==> config.mk <==
export PLATFORM = sky130hd
export DESIGN_NAME = ps_rr_arb
export DESIGN_NICKNAME = d
export VERILOG_FILES = /design/src/rtl/ps_arb_pkg.sv /design/src/rtl/ps_rr_arb_prio_tree.sv /design/src/rtl/ps_rr_arb.sv
export SDC_FILE = /design/constraint.sdc
export NUM_CORES = 1
export LEC_CHECK = 0
export ABC_AREA = 1
export BUFFER_PORTS_ARGS = -buffer_cell sky130_fd_sc_hd__buf_4
export CAP_MARGIN = 20
export CORE_MARGIN = 5
export CORE_UTILIZATION = 53
export DETAILED_ROUTE_END_ITERATION = 6
export PLACE_DENSITY = 0.93
export SLEW_MARGIN = 30
export SYNTH_ARGS = -nofsm -noshare
export SYNTH_HDL_FRONTEND = slang
export SYNTH_SLANG_ARGS = --single-unit
export TNS_END_PERCENT = 1
==> constraint.sdc <==
create_clock -name clock_i -period 3.4 [get_ports clock_i]
set_clock_uncertainty 0.2 [all_clocks]
set_input_delay 0.68 -clock clock_i [delete_from_list [all_inputs] [get_ports clock_i]]
set_output_delay 0.68 -clock clock_i [all_outputs]
set_load 0.02 [all_outputs]
==> src/rtl/ps_arb_pkg.sv <==
// Shared types and helpers for the priority-select round-robin arbiter.
package ps_arb_pkg;

    localparam int PS_N     = 8;
    localparam int PS_IDX_W = $clog2(PS_N);

    typedef logic [PS_N-1:0]     ps_req_t;
    typedef logic [PS_IDX_W-1:0] ps_idx_t;

    function automatic ps_idx_t onehot2bin(input ps_req_t oh);
        ps_idx_t idx;
        idx = '0;
        for (int i = 0; i < PS_N; i++) begin
            if (oh[i]) begin
                idx = idx | ps_idx_t'(i);
            end
        end
        return idx;
    endfunction

endpackage

==> src/rtl/ps_rr_arb_prio_tree.sv <==
// Fixed lowest-index-first selector built from a tree of 2:1 direction cells.
module ps_prio_tree
    import ps_arb_pkg::*;
#(
    parameter int N = PS_N
) (
    input  logic [N-1:0] req_i,
    output logic [N-1:0] gnt_o,
    output logic         req_up_o
);

    localparam int  LV  = $clog2(N);
    localparam logic EN  = 1'b1;
    localparam logic SEL = 1'b1;

    // Level 0 is the root, level LV holds the leaves.
    for (genvar l = 0; l <= LV; l++) begin : g_lvl
        logic [(1<<l)-1:0] up;
        logic [(1<<l)-1:0] dn;

        if (l == LV) begin : g_leaf
            assign up = req_i;
        end else begin : g_node
            for (genvar j = 0; j < (1<<l); j++) begin : g_cell
                assign up[j] = g_lvl[l+1].up[2*j] | g_lvl[l+1].up[2*j+1];
            end
        end

        if (l == 0) begin : g_root
            assign dn = EN;
        end else begin : g_kid
            for (genvar j = 0; j < (1<<l); j++) begin : g_cell
                if (j % 2 == 0) begin : g_lo
                    assign dn[j] = g_lvl[l-1].dn[j/2] & up[j]
                                 & (SEL | ~up[j+1]);
                end else begin : g_hi
                    assign dn[j] = g_lvl[l-1].dn[j/2] & up[j]
                                 & (~SEL | ~up[j-1]);
                end
            end
        end
    end

    assign gnt_o    = g_lvl[LV].dn;
    assign req_up_o = g_lvl[0].up[0];

endmodule

==> src/rtl/ps_rr_arb.sv <==
// Registered round-robin arbiter with valid/ready grant output.
module ps_rr_arb
    import ps_arb_pkg::*;
#(
    parameter int N     = PS_N,
    parameter int IDX_W = $clog2(N)
) (
    input  logic             clock_i,
    input  logic             reset_ni,
    input  logic             en_i,
    input  logic [N-1:0]     req_i,
    input  logic             gnt_ready_i,
    output logic             gnt_valid_o,
    output logic [N-1:0]     gnt_o,
    output logic [IDX_W-1:0] gnt_idx_o,
    output logic             req_up_o,
    output logic [IDX_W-1:0] ptr_o
);

    logic [N-1:0]     gnt_q, gnt_d;
    logic [IDX_W-1:0] idx_q, idx_d;
    logic [IDX_W-1:0] ptr_q, ptr_d;
    logic             valid_q, valid_d;

    logic [IDX_W-1:0] sel_ptr;
    logic [N-1:0]     hi_mask, req_hi;
    logic [N-1:0]     win_hi, win_lo, win;
    logic             hi_any, up_lo;
    logic             fire, load;
    ps_idx_t          win_bin;

    // A new load only happens with an empty register or alongside the fire
    // of the held grant, so rotate past the held grant to keep 1 grant/cycle fair.
    assign sel_ptr = valid_q ? idx_q : ptr_q;

    always_comb begin
        hi_mask = '0;
        for (int i = 0; i < N; i++) begin
            hi_mask[i] = (i > int'(sel_ptr));
        end
    end

    assign req_hi = req_i & hi_mask;

    ps_prio_tree #(.N(N)) u_hi (
        .req_i   (req_hi),
        .gnt_o   (win_hi),
        .req_up_o(hi_any)
    );

    ps_prio_tree #(.N(N)) u_lo (
        .req_i   (req_i),
        .gnt_o   (win_lo),
        .req_up_o(up_lo)
    );

    assign win     = hi_any ? win_hi : win_lo;
    assign win_bin = onehot2bin(ps_req_t'(win));

    assign fire = valid_q & gnt_ready_i;
    assign load = en_i & up_lo & (~valid_q | gnt_ready_i);

    always_comb begin
        gnt_d   = gnt_q;
        idx_d   = idx_q;
        valid_d = valid_q;
        ptr_d   = ptr_q;
        if (load) begin
            gnt_d   = win;
            idx_d   = IDX_W'(win_bin);
            valid_d = 1'b1;
        end else if (fire) begin
            gnt_d   = '0;
            idx_d   = '0;
            valid_d = 1'b0;
        end
        if (fire) begin
            ptr_d = idx_q;
        end
    end

    always_ff @(posedge clock_i or negedge reset_ni) begin
        if (!reset_ni) begin
            gnt_q   <= '0;
            idx_q   <= '0;
            valid_q <= 1'b0;
            ptr_q   <= IDX_W'(N-1);
        end else begin
            gnt_q   <= gnt_d;
            idx_q   <= idx_d;
            valid_q <= valid_d;
            ptr_q   <= ptr_d;
        end
    end

    assign gnt_valid_o = valid_q;
    assign gnt_o       = gnt_q;
    assign gnt_idx_o   = idx_q;
    assign ptr_o       = ptr_q;
    assign req_up_o    = up_lo;

endmodule

# --- Word level (Yosys, flattened, before mapping) ---
# Index checks and enable logic that the tools add are counted.
op_classes:
  magnitude_cmp: 7
  n_mux: 15
  n_bitwise: 72
  n_reduce_logical: 1
op_table:
  columns: ["cell", "count"]
  rows:
  - ["1-bit AND", 41]
  - ["8-bit 2-to-1 mux", 3]
  - ["3-bit 2-to-1 mux", 7]
  - ["1-bit inverter", 15]
  - ["1-bit OR", 15]
  - ["3-bit > comparator, first input constant", 4]
  - ["8-bit AND", 1]
  - ["2-bit by 3-bit > comparator with 1-bit output, first input constant", 2]
  - ["2-bit 2-to-1 mux", 2]
  - ["1-bit by 3-bit > comparator with 1-bit output, first input constant", 1]
  - ["1-bit 2-to-1 mux", 3]
  - ["2-bit nonzero test", 1]
word_totals:
  register_bits: 15
  inputBits: 12
  output_inout_bits: 16
  wordCells: 99

# --- Longest topological paths before layout ---
# Gate-level depths: netlist of run 1.
depth:
  depth_word: 20
  mapped_depth: 13
  mapped_depth_nobuf: 13

# --- Cells and area by module ---
# From an unflattened synthesis of run 1, not the netlist that was laid out.
hier_totals:
  hier_cells: 177
  hier_area_um2: 1086.0
modules_own_cells:
  columns: ["module", "n_inst", "cells_per_inst", "area_per_inst_um2", "seq_area_each_um2"]
  rows:
  - ["ps_rr_arb", 1, 125, 835.8, 379.1]
  - ["ps_prio_tree", 2, 26, 125.1, 0.0]

# --- Worst setup path before layout of run 1 ---
# OpenSTA, ideal clock, no wires.
synth_timing:
  kind: "input port to flip-flop"
  start: "in req_i[1]"
  end: "reg idx_q[1], in the netlist gnt_idx_o[1]"
  setup_time_ns: 0.071
  arrival_ns: 1.879
  required_ns: 3.129
  path_slack_ns: 1.250
  stages: 10
  path_buffers: 1
  path_cell_list: "nor2_1 nand2_1 nor2_2 nand3b_1 nand2_1 nor2_4 a21oi_2 buf_4 nand2_1 nand4_1"
synth_between:
  elab_cells_between_ends: 44
  cone_classes: "mux: 8; bitwise: 35; reduce/logical: 1"
synth_rtl:
  columns: ["item", "line_no", "source"]
  rows:
  - ["from (decl)", "ps_rr_arb.sv:11", "input logic [N-1:0] req_i,"]
  - ["1-bit OR (*) (3 in a row)", "ps_rr_arb_prio_tree.sv:25", "assign up[j] = g_lvl[l+1].up[2*j] | g_lvl[l+1].up[2*j+1];"]
  - ["named net req_up_o", "ps_rr_arb.sv:16", "output logic req_up_o,"]
  - ["1-bit AND (*) (2 in a row)", "ps_rr_arb.sv:61", "assign load = en_i & up_lo & (~valid_q | gnt_ready_i);"]
  - ["3-bit 2-to-1 mux or 2-bit nonzero test (tied branches)", null, null]
  - ["to (signal assigned)", "ps_rr_arb.sv:90", "idx_q <= idx_d;"]
  - ["to (decl)", "ps_rr_arb.sv:21", "logic [IDX_W-1:0] idx_q, idx_d;"]
# The timed path passes the listed nets; every way through them passes the cells marked *.
# A chain may end at the register's enable or synchronous reset.

# --- Final worst setup path of run 1 ---
layout_timing:
  start: "in req_i[1]"
  end: "out req_up_o"
layout_between:
  elab_chain_len: 3
layout_rtl:
  columns: ["item", "line_no"]
  rows:
  - ["1-bit OR (3 in a row)", "ps_rr_arb_prio_tree.sv:25"]
  - ["to (decl)", "ps_rr_arb.sv:16"]
# No other way between the ends.

==> flow_summary_export.csv, run 1 <==
group,metric,value,unit
run_status,status,"finished, final reports clean",
cells_and_area,drive_gt1_share,29.8,%
sta,worst-slew-pin-transition,0.456,ns
clock_network,cts_made_buffers,3,
clock_network,clock_path_buffers,2,
sta,hold_violations,0,
synthesis,synth_top_area_share,32.6,%
clock_network,htreeDepth,1,
synthesis,syn_nets,143,
clock_network,cts_tree,"done",
clock_network,clock_latency,0.29,ns
synthesis,ys_ff_latch,15,
synthesis,yosysWarnings,0,
critical_path,path_common_cell,"buf_4",
place,gp_congestion,0.852,
global_route,antenna_found_initial,0,
sta,max_freq,0.425,GHz
floorplan,die_w,51.7,um
critical_path,crit_buf_inv,2,
route,drtAntennaViolNets,0,
cells_and_area,syn2layout_area_growth,26.3,%
cells_and_area,final_cell_area,1160,um^2
critical_path,end_kind,"primary output",
route,wirelength,2.41,mm
synthesis,synth.yosys.seq_area_share,41.1,%
sta,whs,0.0252,ns
clock_network,cts_root_buffer,"clkbuf_4",
critical_path,start_kind,"input pin",
clock_network,clk_pin_slew,0.08,ns
cells_and_area,diodes,0,
synthesis,synth.top_cells.by_count,"nand2_1 (58), nor2_1 (13), dfrtp_1 (12), inv_1 (10), nand3_1 (8)",
synthesis,synthMostInstantiatedCell,"nand2_1",
sta,grt_setup_unrepaired,"no",
place,dpl.hpwl,1.96,mm
synthesis,synth_cells,131,
route,routedWlPerCell,13.5,um
synthesis,post_synth.cell_area_avg,7.04,um^2
cells_and_area,fillers,155,
synthesis,ys_async_sr_fraction,100,%
critical_path,cp_max_fo,3,
place,postPlaceCellArea,1140,um^2
synthesis,synth_area_leader_cell,"dfrtp_1",
synthesis,ys_top_cells_by_area,"dfrtp_1 (33%), nand2_1 (24%), dfstp_2 (8.5%)",
cells_and_area,layout.nets,174,
floorplan,rows,15,
run,cap_violations,0,
clock_network,clock-sinks,15,
critical_path,critPathTopFamily,"simple AND/OR/NAND/NOR gates",
synthesis,synth.cell_area,922,um^2
critical_path,arrival,1.47,ns
route,first_iter_violations,29,
sta,drv_slew,0,
place,portBuffers,27,
critical_path,cp_cell_sequence,"buf_4 -> nor2_1 -> nand2_1 -> nor2_2 -> nand3b_1 -> buf_4",
critical_path,slowest_delay,0.17,ns
clock_network,cts_setup_buffers,0,
critical_path,cpMaxStageDelayCell,"buf_4",
global_route,grt_pass1_wl,3.96,mm
cells_and_area,multi_input_comb_area,490,um^2
floorplan,num_io_pins,28,
route,vias,974,
critical_path,crit_required,2.52,ns
route,via_per_inst,5.47,
global_route,grt_max_degree,16,
sta,fin_tns_setup,0,ns
clock_network,ctsHoldBuffers,0,
critical_path,crit_type,"input pin to primary output",
clock_network,cts_resized,0,
pwr,power_density,583,nW/um^2
pwr,p_leak,0.000648,uW
sta,fin_crit,2.35,ns
floorplan,die_h,51.7,um
floorplan,fp.dieArea,2670,um^2
min_path,hp-class,"input pin to asynchronous set/reset pin",
global_route,grt_remaining_overflow,0,
cells_and_area,seq_area,379,um^2
sta,setup_viol,0,
floorplan,core,1690,um^2
synthesis,synth_edf_count,0,
sta,finalCritPeriodShare,69.1,%
synthesis,synthFlopType,"dfrtp_1",
sta,relSlewSlack,69.6,%
synthesis,yosysUniqueCellTypes,22,
floorplan,start_util,54.6,%
global_route,grt_pass1_vias,928,
global_route,grt_use_total,20.1,%
pwr,peakVddDrop,0.356,mV
route,drc,0,
route,drt_first_pass_iters,4,
## path summary, 6_finish.rpt
path | startpoint | to | slack (ns) | depth (start not counted)
setup / recovery | req_i[1] | req_up_o | 1.05 | 6
max in group asynchronous | reset_ni | ptr_o[2] | 2.73 | 1
hold reg to reg | ptr_o[1] | ptr_o[1] | 0.27 | 2
setup reg to reg | gnt_valid_o | gnt_idx_o[0] | 1.40 | 13
min in group clock_i | ptr_o[1] | ptr_o[1] | 0.27 | 2
hold / removal | reset_ni | gnt_idx_o[0] | 0.03 | 1
## per-layer routing
layer	wire, um	global-route usage, %
met5	0	0
met1	1060	26.2
met3	157	4.30
met2	1160	31.6
met4	21	9.61
## per-stage QoR
step                      utilization (%)  setup WS [ns]  cells  power [uW]
after floorplan                         -           1.25    131         458
after global placement               67.4           1.09    174         572
after detailed placement             67.4           1.05    174         582
after CTS                            69.0           1.06    178         685
after global routing                 69.0          0.983    178         728
final                                69.0           1.05    178         679
## power by group
part / switching (uW) / total [uW] / internal (uW) / leakage, uW
logic: 197 / 315 / 117 / 0.000442
clock network: 55.7 / 101 / 45.7 / 0.0000150
registers: 34.2 / 263 / 228 / 0.000191
total: 287 / 679 / 391 / 0.000648
## logic make-up after synthesis
group                  after synthesis  share of synthesized area, %
AND/OR/NAND/NOR                     94                          45.7
flip-flops                          15                          41.1
buffers and inverters               13                          5.70
AO/OA/AOI/OAI                        7                          5.02
multiplexers                         2                          2.44
## worst register-to-register path, cell delays in order, from the launching register on
cell	delay, ns
dfrtp_1	0.51
inv_2	0.11
nand2_1	0.08
nand2_1	0.12
nor2_1	0.16
nand2_1	0.12
nand3_2	0.10
inv_2	0.08
nand3_2	0.07
nand2_1	0.08
nor2_1	0.11
nand2_1	0.06
nand2_1	0.06
nand2_1	0.05
## sequential cells by signal, indices dropped and copies added, names as in the netlist
signal,flops
ptr_o,3
gnt_idx_o,3
gnt_valid_o,1
gnt_o,8
## layout make-up
| type | instances | share of cell area (%) |
|---|---|---|
| multi-input cells | 103 | 42.1 |
| flip-flops and latches | 15 | 32.5 |
| inverters | 12 | 3.87 |
| clock buffers | 4 | 2.26 |
| well taps | 17 | 1.83 |
| repair buffers | 27 | 17.4 |
## placed cells by master (no fill, tap or decap), drive strengths merged, types with 2 or more instances in the layout
cell type,n
buf,27
clkbuf,4
dfrtp,12
dfstp,3
inv,12
mux2,2
nand2,60
nand3,11
nand4,3
nor2,17
o21ai,5
No activity file was read; power rests on OpenSTA's default activity.
==> inputs of run 2 (changes only) <==
--- a/config.mk
+++ b/config.mk
@@ -9,9 +9,9 @@
 export BUFFER_PORTS_ARGS = -buffer_cell sky130_fd_sc_hd__buf_4
 export CAP_MARGIN = 20
 export CORE_MARGIN = 5
-export CORE_UTILIZATION = 53
+export CORE_UTILIZATION = 45
 export DETAILED_ROUTE_END_ITERATION = 6
-export PLACE_DENSITY = 0.93
+export PLACE_DENSITY = 0.85
 export SLEW_MARGIN = 30
 export SYNTH_ARGS = -nofsm -noshare
 export SYNTH_HDL_FRONTEND = slang
==> constraint.sdc (replaced) <==
create_clock -name clock_i -period 1.89 [get_ports clock_i]
set_clock_uncertainty 0.2 [all_clocks]
set_input_delay 0.378 -clock clock_i [delete_from_list [all_inputs] [get_ports clock_i]]
set_output_delay 0.378 -clock clock_i [all_outputs]
set_load 0.02 [all_outputs]
==> run 2 against run 1 <==
Effect of this change:
- clock-buffer cell count fell by 1
- routed wire length increased by 5.8%
- combinational power increased by 110%
- non-clock buffer count is 10 higher
- first-iteration DRC count is 3.4% lower
- sequential power rose by 81%
- largest power group unchanged
- highest routed layer unchanged
==> flow_summary_export.csv, run 2 (synthesized netlist as in run 1, its figures left out) <==
group,metric,value,unit
critical_path,cp_cell_sequence,"inv_2 -> nand2_1 -> nand2_4 -> nand3_2 -> nand2_2 -> nand2_2 -> nor2_4 -> nand2_2 -> nor2_2 -> o21ai_2 -> nand4_1",
clock_network,clk_pin_slew,0.10,ns
pwr,power_switching_share,43.4,%
route,route.top_layer_used,"met4",
cells_and_area,final_core_util,67.9,%
floorplan,die_h,55.3,um
global_route,grt_remaining_overflow,0,
critical_path,start_kind,"flip-flop",
clock_network,clock_path_buffers,2,
floorplan,num_io_pins,28,
route,routedWlPerCell,12.9,um
pwr,p_leak,0.000719,uW
cells_and_area,largest_reg_flops,8,
critical_path,cp_max_fo,8,
min_path,hp-class,"input pin to flip-flop",
cells_and_area,mostFrequentLayoutCells,"nand2_1 (47), buf_4 (36), nor2_1 (11), dfrtp_1 (11)",
critical_path,critPathTopFamily,"simple AND/OR/NAND/NOR gates",
sta,hold_violations,0,
pwr,p_int,758,uW
route,drtAntennaViolNets,0,
cells_and_area,layout_commonest_cell,"nand2_1",
pwr,comb_power_share,50.5,%
cells_and_area,layout.nets,184,
pwr,power_density,1000,nW/um^2
critical_path,path_common_cell,"nand2_2",
route,m1WireLength,1.09,mm
pwr,p_seq_share,35.5,%
clock_network,cts_root_buffer,"clkbuf_4",
global_route,grt_pass1_vias,993,
clock_network,cts_tree,"done",
critical_path,end_kind,"flip-flop",
route,wirelength,2.55,mm
critical_path,crit_buf_inv,1,
floorplan,core,1960,um^2
pwr,pwr-share-clk,14.1,%
pwr,power_switching,581,uW
route,drc,0,
cells_and_area,diodes,0,
route,via_per_inst,5.05,
floorplan,start_util,47.0,%
sta,max_freq,0.535,GHz
critical_path,crit_required,1.91,ns
global_route,grt_pass1_wl,4.13,mm
global_route,antenna_found_initial,0,
place,portBuffers,27,
sta,relSlewSlack,72.4,%
sta,finalCritPeriodShare,98.8,%
sta,setup_viol,0,
route,first_iter_violations,28,
global_route,grt_max_degree,16,
critical_path,slowest_delay,0.46,ns
floorplan,die_w,55.3,um
cells_and_area,drive_gt1_share,44.4,%
place,gp_congestion,0.955,
clock_network,clock_latency,0.28,ns
sta,worst-slew-pin-transition,0.411,ns
critical_path,cpMaxStageDelayCell,"dfrtp_2",
cells_and_area,syn2layout_area_growth,44.5,%
route,vias,1000,
sta,drv_slew,0,
clock_network,htreeDepth,1,
clock_network,cts_made_buffers,3,
route,wl_met2,1.28,mm
route,drt_first_pass_iters,4,
run,cap_violations,0,
place,dpl.hpwl,1.91,mm
global_route,grt_use_total,16.4,%
critical_path,crit_type,"flip-flop to flip-flop",
sta,grt_setup_unrepaired,"yes",
critical_path,arrival,1.89,ns
clock_network,clock-sinks,15,
floorplan,rows,16,
pwr,peakVddDrop,0.600,mV
route,wl_met3,160,um
sta,fin_crit,1.87,ns
run_status,status,"finished, final reports clean",
sta,whs,0.137,ns
floorplan,fp.dieArea,3050,um^2
[run 2: through the flow]
step | power [uW] | cell area [um^2] | setup TNS (ns) | instances | setup WS, ns
final | 1340 | 1330 | 0 | 198 | 0.0220
after global routing | 1440 | 1330 | -0.385 | 198 | -0.128
after CTS | 1260 | 1250 | 0 | 197 | 0.00348
after detailed placement | 1070 | 1210 | -0.420 | 192 | -0.0742
after global placement | 1060 | 1210 | -0.299 | 192 | -0.0707
after floorplan | 825 | 922 | 0 | 131 | 0.0422
[run 2: power groups by stage]
stage | logic [uW] | clock network (uW) | registers [uW]
after detailed placement | 588 | 0 | 478
after global routing | 740 | 213 | 484
final | 675 | 188 | 475
after floorplan | 265 | 0 | 559
after CTS | 593 | 192 | 472
after global placement | 582 | 0 | 476
[run 2: what timing repair did]
item,4_1_cts,5_1_grt
endpoints found under the hold margin,15,0
hold buffers,1,0
resized for setup,0,23
buffers inserted,0,1
setup endpoints to repair,0,11
[run 2: worst paths after layout]
check | from | end | slack, ns | cells after the start
max | gnt_valid_o | gnt_idx_o[1] | 0.02 | 11
min in group asynchronous | reset_ni | gnt_o[0] | 0.27 | 2
max in group asynchronous | reset_ni | ptr_o[0] | 0.97 | 2
max reg2reg | gnt_valid_o | gnt_idx_o[1] | 0.02 | 11
min | gnt_ready_i | gnt_valid_o | 0.14 | 2
min reg2reg | ptr_o[1] | ptr_o[1] | 0.28 | 2
[run 2: metal layers]
metal  track usage [%]  vias up
met5                 0        -
met4              4.86        0
met3              5.83        2
met2              25.5       30
met1              21.2      475
li1                  -      493
[run 2: final cells by class]
cell class	count	area, um^2
multi-input cells	103	563
flip-flops and latches	15	380
clock buffers	3	22.5
inverters	12	47.5
repair buffers	37	280
well taps	27	33.8
fillers	170	629
clock inverters	1	5.00
==> inputs of run 3 (changes only) <==
--- a/config.mk
+++ b/config.mk
@@ -11,7 +11,7 @@
 export CORE_MARGIN = 5
 export CORE_UTILIZATION = 45
 export DETAILED_ROUTE_END_ITERATION = 6
-export PLACE_DENSITY = 0.85
+export PLACE_DENSITY = 0.82
 export SLEW_MARGIN = 30
 export SYNTH_ARGS = -nofsm -noshare
 export SYNTH_HDL_FRONTEND = slang
==> run 3 against run 2 <==
Effect of this change:
- critical path type unchanged
- power rose by 2.3%
- critical endpoint unchanged
- final cell count is 0.51% higher
- routed wire length rose by 6.5%
==> flow_summary_export.csv, run 3 (synthesized netlist as in run 1, its figures left out) <==
group,metric,value,unit
floorplan,num_io_pins,28,
sta,hold_violations,0,
clock_network,cts_tree,"done",
floorplan,die_w,55.3,um
critical_path,crit_type,"flip-flop to flip-flop",
sta,grt_setup_unrepaired,"yes",
sta,fin_crit,1.89,ns
cells_and_area,drive_gt1_share,45.9,%
cells_and_area,layout_commonest_cell,"nand2_1",
clock_network,htreeDepth,1,
min_path,hp-class,"input pin to flip-flop",
clock_network,cts_root_buffer,"clkbuf_4",
pwr,comb_power_share,50.9,%
clock_network,clk_pin_slew,0.09,ns
route,vias,1012,
pwr,power_switching_share,44.2,%
sta,max_freq,0.530,GHz
route,drtAntennaViolNets,0,
run,cap_violations,0,
route,routedWlPerCell,13.6,um
cells_and_area,layout.nets,185,
clock_network,clock-sinks,15,
run_status,status,"finished, final reports clean",
global_route,grt_remaining_overflow,0,
floorplan,die_h,55.3,um
critical_path,cp_max_fo,7,
critical_path,crit_required,1.86,ns
critical_path,end_kind,"flip-flop",
pwr,p_int,763,uW
cells_and_area,fillers,162,
cells_and_area,largest_reg_flops,8,
place,portBuffers,27,
route,wirelength,2.71,mm
min_path,worstHoldPathCells,2,
pwr,power_density,1010,nW/um^2
clock_network,cts_made_buffers,3,
pwr,finalPower,1370,uW
pwr,pwr-share-clk,13.9,%
cells_and_area,diodes,0,
global_route,grt_max_degree,16,
clock_network,clock_latency,0.28,ns
route,first_iter_violations,23,
route,via_per_inst,5.09,
clock_network,clock_path_buffers,2,
cells_and_area,final_cell_area,1360,um^2
sta,finalCritPeriodShare,99.9,%
pwr,peakVddDrop,0.818,mV
sta,setup_viol,0,
place,postPlaceCellArea,1200,um^2
global_route,grt_use_total,16.8,%
place,dpl.hpwl,1.98,mm
floorplan,rows,16,
sta,drv_slew,0,
global_route,grt_pass1_vias,984,
floorplan,core,1960,um^2
cells_and_area,syn2layout_area_growth,47.1,%
critical_path,arrival,1.85,ns
global_route,antenna_found_initial,0,
floorplan,fp.dieArea,3050,um^2
place,gp_congestion,0.820,
cells_and_area,mostFrequentLayoutCells,"nand2_1 (44), buf_4 (37), nand2_2 (12)",
sta,worst-slew-pin-transition,0.310,ns
pwr,power_switching,605,uW
critical_path,start_kind,"flip-flop",
route,drt_first_pass_iters,4,
sta,relSlewSlack,79.1,%
floorplan,start_util,47.0,%
pwr,p_seq_share,35.2,%
route,drc,0,
critical_path,worstRegToRegCells,11,
pwr,p_leak,0.000724,uW
global_route,grt_pass1_wl,4.23,mm
-- run 3: path summary, 6_finish.rpt --
kind / start / end / slack (ns)
max in group asynchronous: reset_ni / ptr_o[2] / 0.97
min reg2reg: ptr_o[1] / ptr_o[1] / 0.29
max reg2reg: gnt_valid_o / gnt_idx_o[1] / 0.003
max: gnt_valid_o / gnt_idx_o[1] / 0.003
min in group asynchronous: reset_ni / gnt_o[0] / 0.28
min: gnt_ready_i / gnt_valid_o / 0.11
-- run 3: timing repair --
item / 4_1_cts / 5_1_grt
hold endpoints to repair: 15 / 0
resized for setup: 1 / 27
hold buffers: 1 / 0
endpoints found under the setup margin: 3 / 10
setup buffers: 0 / 3
pin swaps: 0 / 11
-- run 3: power groups by stage --
stage | registers (uW) | logic [uW] | clock network [uW]
final | 482 | 696 | 190
after global routing | 493 | 748 | 208
after CTS | 477 | 595 | 190
after detailed placement | 482 | 592 | 0
after global placement | 475 | 579 | 0
after floorplan | 559 | 265 | 0
-- run 3: worst max-delay path, cell delays in order, from the launching register on --
cell and delay, ns:
dfrtp_2 0.44, inv_2 0.08, nand2_1 0.07, nand2_2 0.09, nor2_1 0.17, nand2_1 0.12, nand3_2 0.13, inv_4 0.07
nand2_2 0.09, nor2_2 0.05, o21ai_2 0.14, nand4_1 0.09
-- run 3: final cells by class --
| class | instances | area [um^2] | area share, % |
|---|---|---|---|
| Multi-Input combinational cell | 103 | 581 | 42.8 |
| Inverter | 12 | 47.5 | 3.51 |
| Timing Repair Buffer | 38 | 288 | 21.2 |
| Clock buffer | 4 | 26.3 | 1.94 |
| Sequential cell | 15 | 380 | 28.0 |
| Tap cell | 27 | 33.8 | 2.49 |
-- run 3: through the flow --
stage	TNS [ns]	util [%]	cells	hold slack [ns]	setup WS (ns)
2_1_floorplan	0	-	131	-0.118	0.0422
3_3_place_gp	0	61.4	191	0.0378	0.0130
3_5_place_dp	-0.0369	61.4	191	0.0452	-0.0223
4_1_cts	0	63.3	196	0.114	0.0000904
5_1_grt	-0.201	69.1	199	0.106	-0.0594
6_report	0	69.1	199	0.114	0.00278
-- run 3: routing by layer --
metal	GRT usage, %	up-vias	wire, um
met5	0	-	0
met4	6.60	0	41
met3	6.06	6	155
met2	27.4	35	1370
met1	20.1	475	1140
li1	-	496	-
